### config.mk
export PLATFORM = sky130hd
export DESIGN_NAME = bin2bcd_seq
export DESIGN_NICKNAME = d
export VERILOG_FILES = /design/src/rtl/bin2bcd_pkg.sv /design/src/rtl/bin2bcd_seq_adj.sv /design/src/rtl/bin2bcd_seq.sv
export SDC_FILE = /design/constraint.sdc
export NUM_CORES = 1
export LEC_CHECK = 0
export CAP_MARGIN = 20
export CORE_UTILIZATION = 35
export DETAILED_ROUTE_END_ITERATION = 6
export SETUP_SLACK_MARGIN = 0.02
export SLEW_MARGIN = 30
export SYNTH_ARGS = -nofsm -noshare
export SYNTH_HDL_FRONTEND = slang
export SYNTH_SLANG_ARGS = --single-unit
### constraint.sdc
create_clock -name clk -period 1.4 [get_ports clk]
set_input_delay 0.14 -clock clk [delete_from_list [all_inputs] [get_ports clk]]
set_output_delay 0.14 -clock clk [all_outputs]
set_load 0.005 [all_outputs]
### src/rtl/bin2bcd_pkg.sv
// Shared constants and state encoding for the shift-add-3 BCD converter.
// Optional leading-zero blanking is enabled with BIN2BCD_BLANK_EN.
package bin2bcd_pkg;

  localparam int IN_W_DEF       = 27;
  localparam int DIGITS_DEF     = 8;
  localparam int MAX_VAL_DEF    = 99999999;
  localparam int BCD_ADJ_THRESH = 5;
  localparam int BCD_ADJ        = 3;

  typedef enum logic [1:0] {
    IDLE,
    SHIFT,
    DONE
  } state_t;

endpackage

### src/rtl/bin2bcd_seq_adj.sv
// Combinational BCD nibble corrector: nibbles of 5 or more get +3
// so the following left shift carries correctly into the next digit.
module bcd_digit_adj
  import bin2bcd_pkg::*;
(
  input  logic [3:0] din,
  output logic [3:0] dout
);

  assign dout = (din >= 4'(BCD_ADJ_THRESH)) ? din + 4'(BCD_ADJ) : din;

endmodule

### src/rtl/bin2bcd_seq.sv
// Iterative double-dabble binary to packed-BCD converter, one bit per clock.
// Define BIN2BCD_BLANK_EN to drive the leading-zero blank_mask output.
module bin2bcd_seq
  import bin2bcd_pkg::*;
#(
  parameter int IN_W    = IN_W_DEF,
  parameter int DIGITS  = DIGITS_DEF,
  parameter int MAX_VAL = MAX_VAL_DEF
) (
  input  logic                clk,
  input  logic                rst,
  input  logic                in_valid,
  output logic                in_ready,
  input  logic [IN_W-1:0]     bin_in,
  output logic [4*DIGITS-1:0] bcd_out,
  output logic                out_valid,
  output logic                ovf,
  output logic [DIGITS-1:0]   blank_mask
);

  localparam int CW = $clog2(IN_W);
  localparam logic [CW-1:0] LAST = CW'(IN_W - 1);
  localparam logic [IN_W-1:0] MAX_BIN = IN_W'(MAX_VAL);

  state_t              state;
  logic [4*DIGITS-1:0] bcd_work;
  logic [4*DIGITS-1:0] bcd_adj;
  logic [IN_W-1:0]     bin_work;
  logic [CW-1:0]       cnt;
  logic                ovf_pend;
  logic [DIGITS-1:0]   blank_nxt;
  logic                unused_msb;

  for (genvar k = 0; k < DIGITS; k++) begin : g_adj
    bcd_digit_adj u_adj (
      .din  (bcd_work[4*k +: 4]),
      .dout (bcd_adj[4*k +: 4])
    );
  end

  // Values are capped at MAX_VAL, so the top bit never carries out.
  assign unused_msb = bcd_adj[4*DIGITS-1];

`ifdef BIN2BCD_BLANK_EN
  logic hz;
  always_comb begin
    blank_nxt = '0;
    hz        = 1'b1;
    for (int k = DIGITS - 1; k > 0; k--) begin
      hz           = hz & (bcd_work[4*k +: 4] == 4'd0);
      blank_nxt[k] = hz;
    end
  end
`else
  assign blank_nxt = '0;
`endif

  assign in_ready = (state == IDLE);

  always_ff @(posedge clk) begin
    if (rst) begin
      state      <= IDLE;
      bcd_work   <= '0;
      bin_work   <= '0;
      cnt        <= '0;
      ovf_pend   <= 1'b0;
      bcd_out    <= '0;
      ovf        <= 1'b0;
      blank_mask <= '0;
      out_valid  <= 1'b0;
    end else begin
      out_valid <= 1'b0;
      unique case (state)
        IDLE: begin
          if (in_valid) begin
            bcd_work <= '0;
            cnt      <= '0;
            state    <= SHIFT;
            if (bin_in > MAX_BIN) begin
              bin_work <= MAX_BIN;
              ovf_pend <= 1'b1;
            end else begin
              bin_work <= bin_in;
              ovf_pend <= 1'b0;
            end
          end
        end
        SHIFT: begin
          bcd_work <= {bcd_adj[4*DIGITS-2:0], bin_work[IN_W-1]};
          bin_work <= {bin_work[IN_W-2:0], 1'b0};
          cnt      <= cnt + 1'b1;
          if (cnt == LAST) state <= DONE;
        end
        DONE: begin
          bcd_out    <= bcd_work;
          ovf        <= ovf_pend;
          blank_mask <= blank_nxt;
          out_valid  <= 1'b1;
          state      <= IDLE;
        end
        default: state <= IDLE;
      endcase
    end
  end

endmodule
==> metrics.md <==
| Metric | Value |
|---|---|
| Synthesis-stage register bit count | 101 |
| Fin crit period | 1.41 ns |
| Yosys warns | 0 |
| Area Growth Syn to Fin | 41.1% |
| CP max stage cell | dfxtp_4 |
| Syn Area/Cell | 8.35 um^2 |
| Critical Path Start Type | register |
| Post-synth cell types | 42 |
| DRT Wirelength | 11100 um |
| Power density cells | 997 nW/um^2 |
| Core box area | 12600 um^2 |
| Crit path capture type | register |
| Vias per cell | 5.03 |
| Cts bufs inserted | 9 |
| Initial antenna violation count | 0 |
| Largest family of logic cells by synthesized area | compound AO/OA/AOI/OAI gates |
| Hold Path Class | in -> reg |
| Crit share post-route | 101% |
| Final antenna-violating net count | 0 |
| Number of remaining DRC errors | 0 |
| H-tree depth | 3 |
| Total track usage | 16.8% |
| IO Count | 73 |
| Critical Path RT | 1.64 ns |
| Async SR Flop Fraction | 0% |
| Clock buffer depth | 2 |
| Post-Syn Instances | 542 |
| Clock tree sinks | 101 |
| Row count | 41 |
| Total power draw | 0.00637 W |
| Post-Synth XOR/XNOR Area | 3.09% |
| Placed instance count | 796 |
| Final setup vio count | 3 |
| CP most frequent cell | nand2_4 |
| Failing checks | negative setup slack |
| WS Path Type | reg -> reg |
| Post-Synth Adder-Cell Area | 4.97% |
| Top FF cell, synth | dfxtp_1 |
| CTS tree | yes |
| Worst endpoint data arrival time | 1.65 ns |
| Final Core Density | 50.6% |
| IO buf count | 64 |
| Grt total ovfl | 0 |
| Fin nets | 691 |
| Fmax | 0.707 GHz |
| Cell family with most CP delay | compound AO/OA/AOI/OAI gates |
| Skew final | 0.00753 ns |
| CP max stage delay | 0.37 ns |
| Mux share of post-synthesis cell area | 0.221% |
| Crit-path cells | nor2_4 -> nand2_4 -> a221oi_4 -> nand2_4 -> o221a_1 |
| Finished Layout Cells | 820 |
| Sequential fraction of the synthesis area | 44.7% |
| Crit path buffers/inverters | 0 |
| Setup ws final | -0.0150 ns |
| First-pass iteration count of the detailed router | 7 |
| Area leader, netlist | dfxtp_1 |
| Diode count | 0 |
| Fin. Hold Viols | 0 |
| Vias | 4123 |
| Global-route wire length before repair | 17800 um |
| Clk_lat worst skew | 0.34 ns |
| Filler instances | 1208 |
| Initial Utilization | 35.9% |
| Run status | finished, violations left |
| Pins Over Slew Limit | 0 |
| Share of the synthesized area in the top cell type | 44.7% |
| P_leak | 2.46 nW |
| Vias in the first global route | 3803 |
| Die span in x | 116 um |
| Largest net degree at the start of global routing | 58 |
| DRT iter0 DRCs | 225 |
| RSZ-0062 raised after global routing | yes |
| Max-Cap Viols | 0 |
| VDD IR max | 0.628 mV |
| Highest fanout seen on the critical path | 7 |
| Top cells by area, synth | dfxtp_1, nand2_1, a21oi_1, nor2_1, ha_1 |
| EDFF count, synth | 0 |
| Routability cong. | 0.806 |
| Synth Cell Area | 4530 um^2 |
| DP HPWL | 7190 um |
| Compound-Gate Fraction of Synth Area | 21.4% |
| WL per Instance | 13.5 um |
| Post-Synth Simple-Gate Area | 19.8% |
| Layout cell share with drive strength beyond 1 | 24.5% |
| Clock slew at reported path FFs | 0.07 ns |
| Chip height | 116 um |
| Die area | 13400 um^2 |
| Root Driver | clkbuf_16 |
[worst paths after layout]
kind	from	endpoint	slack (ns)	cells past startpoint
worst min-delay path	bin_in[20]	bin_work[20]	0.11	2
worst max-delay path	state[0]	bin_work[3]	-0.01	5
worst min register to register	bcd_out[11]	bcd_out[11]	0.45	2
worst max register to register	state[0]	bin_work[3]	-0.01	5
[power by group]
part | switching (W) | internal, W
clock | 0.00107 | 0.00167
sequential | 0.0000500 | 0.00295
combinational | 0.000328 | 0.000308
[cell families (layout without fill, tap and decap cells)]
logic type	Yosys count	after routing
AND/OR/NAND/NOR	209	209
AO/OA/AOI/OAI	138	138
flip-flops	101	101
buffers and inverters	58	157
adder cells (fa/ha/maj)	18	18
XOR/XNOR	16	16
other	1	8
multiplexers	1	1
[placed cells by master, fill, tap and decap left out, types with 3 or more instances in the layout]
master           Yosys  routed
o221a_1             14      14
o221a_2              3       3
nand2b_1            10       3
a32oi_1              7       7
nand2_4              1       3
dlygate4sd2_1        0       8
buf_4                9      54
o21ai_0             15      14
xnor2_1             15      14
clkdlybuf4s50_1      0      43
nor2_1              69      66
nand4_1              5       5
ha_2                 0       3
ha_4                 0       9
dfxtp_2              0      17
dlymetal6s2s_1       0      11
dfxtp_1            101      82
inv_2                0      13
nand2_1             87      86
buf_12               0       4
nand2b_4             0       7
nor3_1              11       9
a21oi_1             57      55
clkbuf_16            0      10
nand3_1             14      12
a21o_1               7       6
o211ai_1             7       7
conb_1               1       8
a22oi_1             14      14
a21oi_2              1       3
ha_1                18       6
a222oi_1             5       5
[synth_stat cells, types with 2 or more instances]
master	n
a22oi_1	14
o21ai_0	15
a311oi_1	2
nand2b_1	10
o221a_1	14
a32oi_1	7
nor3_1	11
nor2_1	69
a21oi_1	57
dfxtp_1	101
a21o_1	7
nand2_2	2
nor2b_1	2
inv_1	17
buf_4	9
o221a_2	3
ha_1	18
a211oi_1	2
nand3_1	14
nand4_1	5
xnor2_1	15
or2_2	2
buf_2	9
a222oi_1	5
clkbuf_1	23
o211ai_1	7
nand2_1	87
[per-layer routing]
layer | track usage (%) | up-vias | part of all wire, %
li1 | - | 2078 | -
met1 | 21.0 | 1932 | 46
met2 | 28.9 | 99 | 48
met3 | 3.29 | 14 | 3.8
met4 | 5.64 | 0 | 2.0
met5 | 0 | - | 0
[through the flow]
step	setup slack, ns	hold slack, ns	TNS [ns]	instance area, um^2
final	-0.0150	0.111	-0.0170	6390
after global placement	-0.425	0.443	-17.18	5670
after global routing	-0.0804	0.125	-0.659	6390
after detailed placement	-0.485	0.445	-19.39	5670
after CTS	-0.0508	0.146	-0.394	6030
after floorplan	0.0179	0.292	0	4560
[cell type report]
| cell class | count | area [um^2] | area share, % |
|---|---|---|---|
| multi-input combinational | 390 | 2540 | 39.8 |
| sequential | 101 | 2050 | 32.1 |
| timing repair buffer | 124 | 1170 | 18.4 |
| clock buffer | 11 | 253 | 3.96 |
| tap | 172 | 215 | 3.37 |
| clock inverter | 5 | 82.6 | 1.29 |
| inverter | 17 | 68.8 | 1.08 |
[flip-flops by register name, summed over array words and instances, names as in the netlist]
name,flops
bcd_out,32
bcd_work,32
bin_work,27
cnt,5
state,2
out_valid,1
ovf,1
ovf_pend,1
[what timing repair did]
item                                    in CTS  in global routing
pin swaps                                    9                 38
cloned                                       0                  1
endpoints found under the setup margin      46                 55
hold buffers                                 0                  0
setup buffers                                0                  7
gates resized for setup                     29                 78
(Power assumes the default switching activity.)
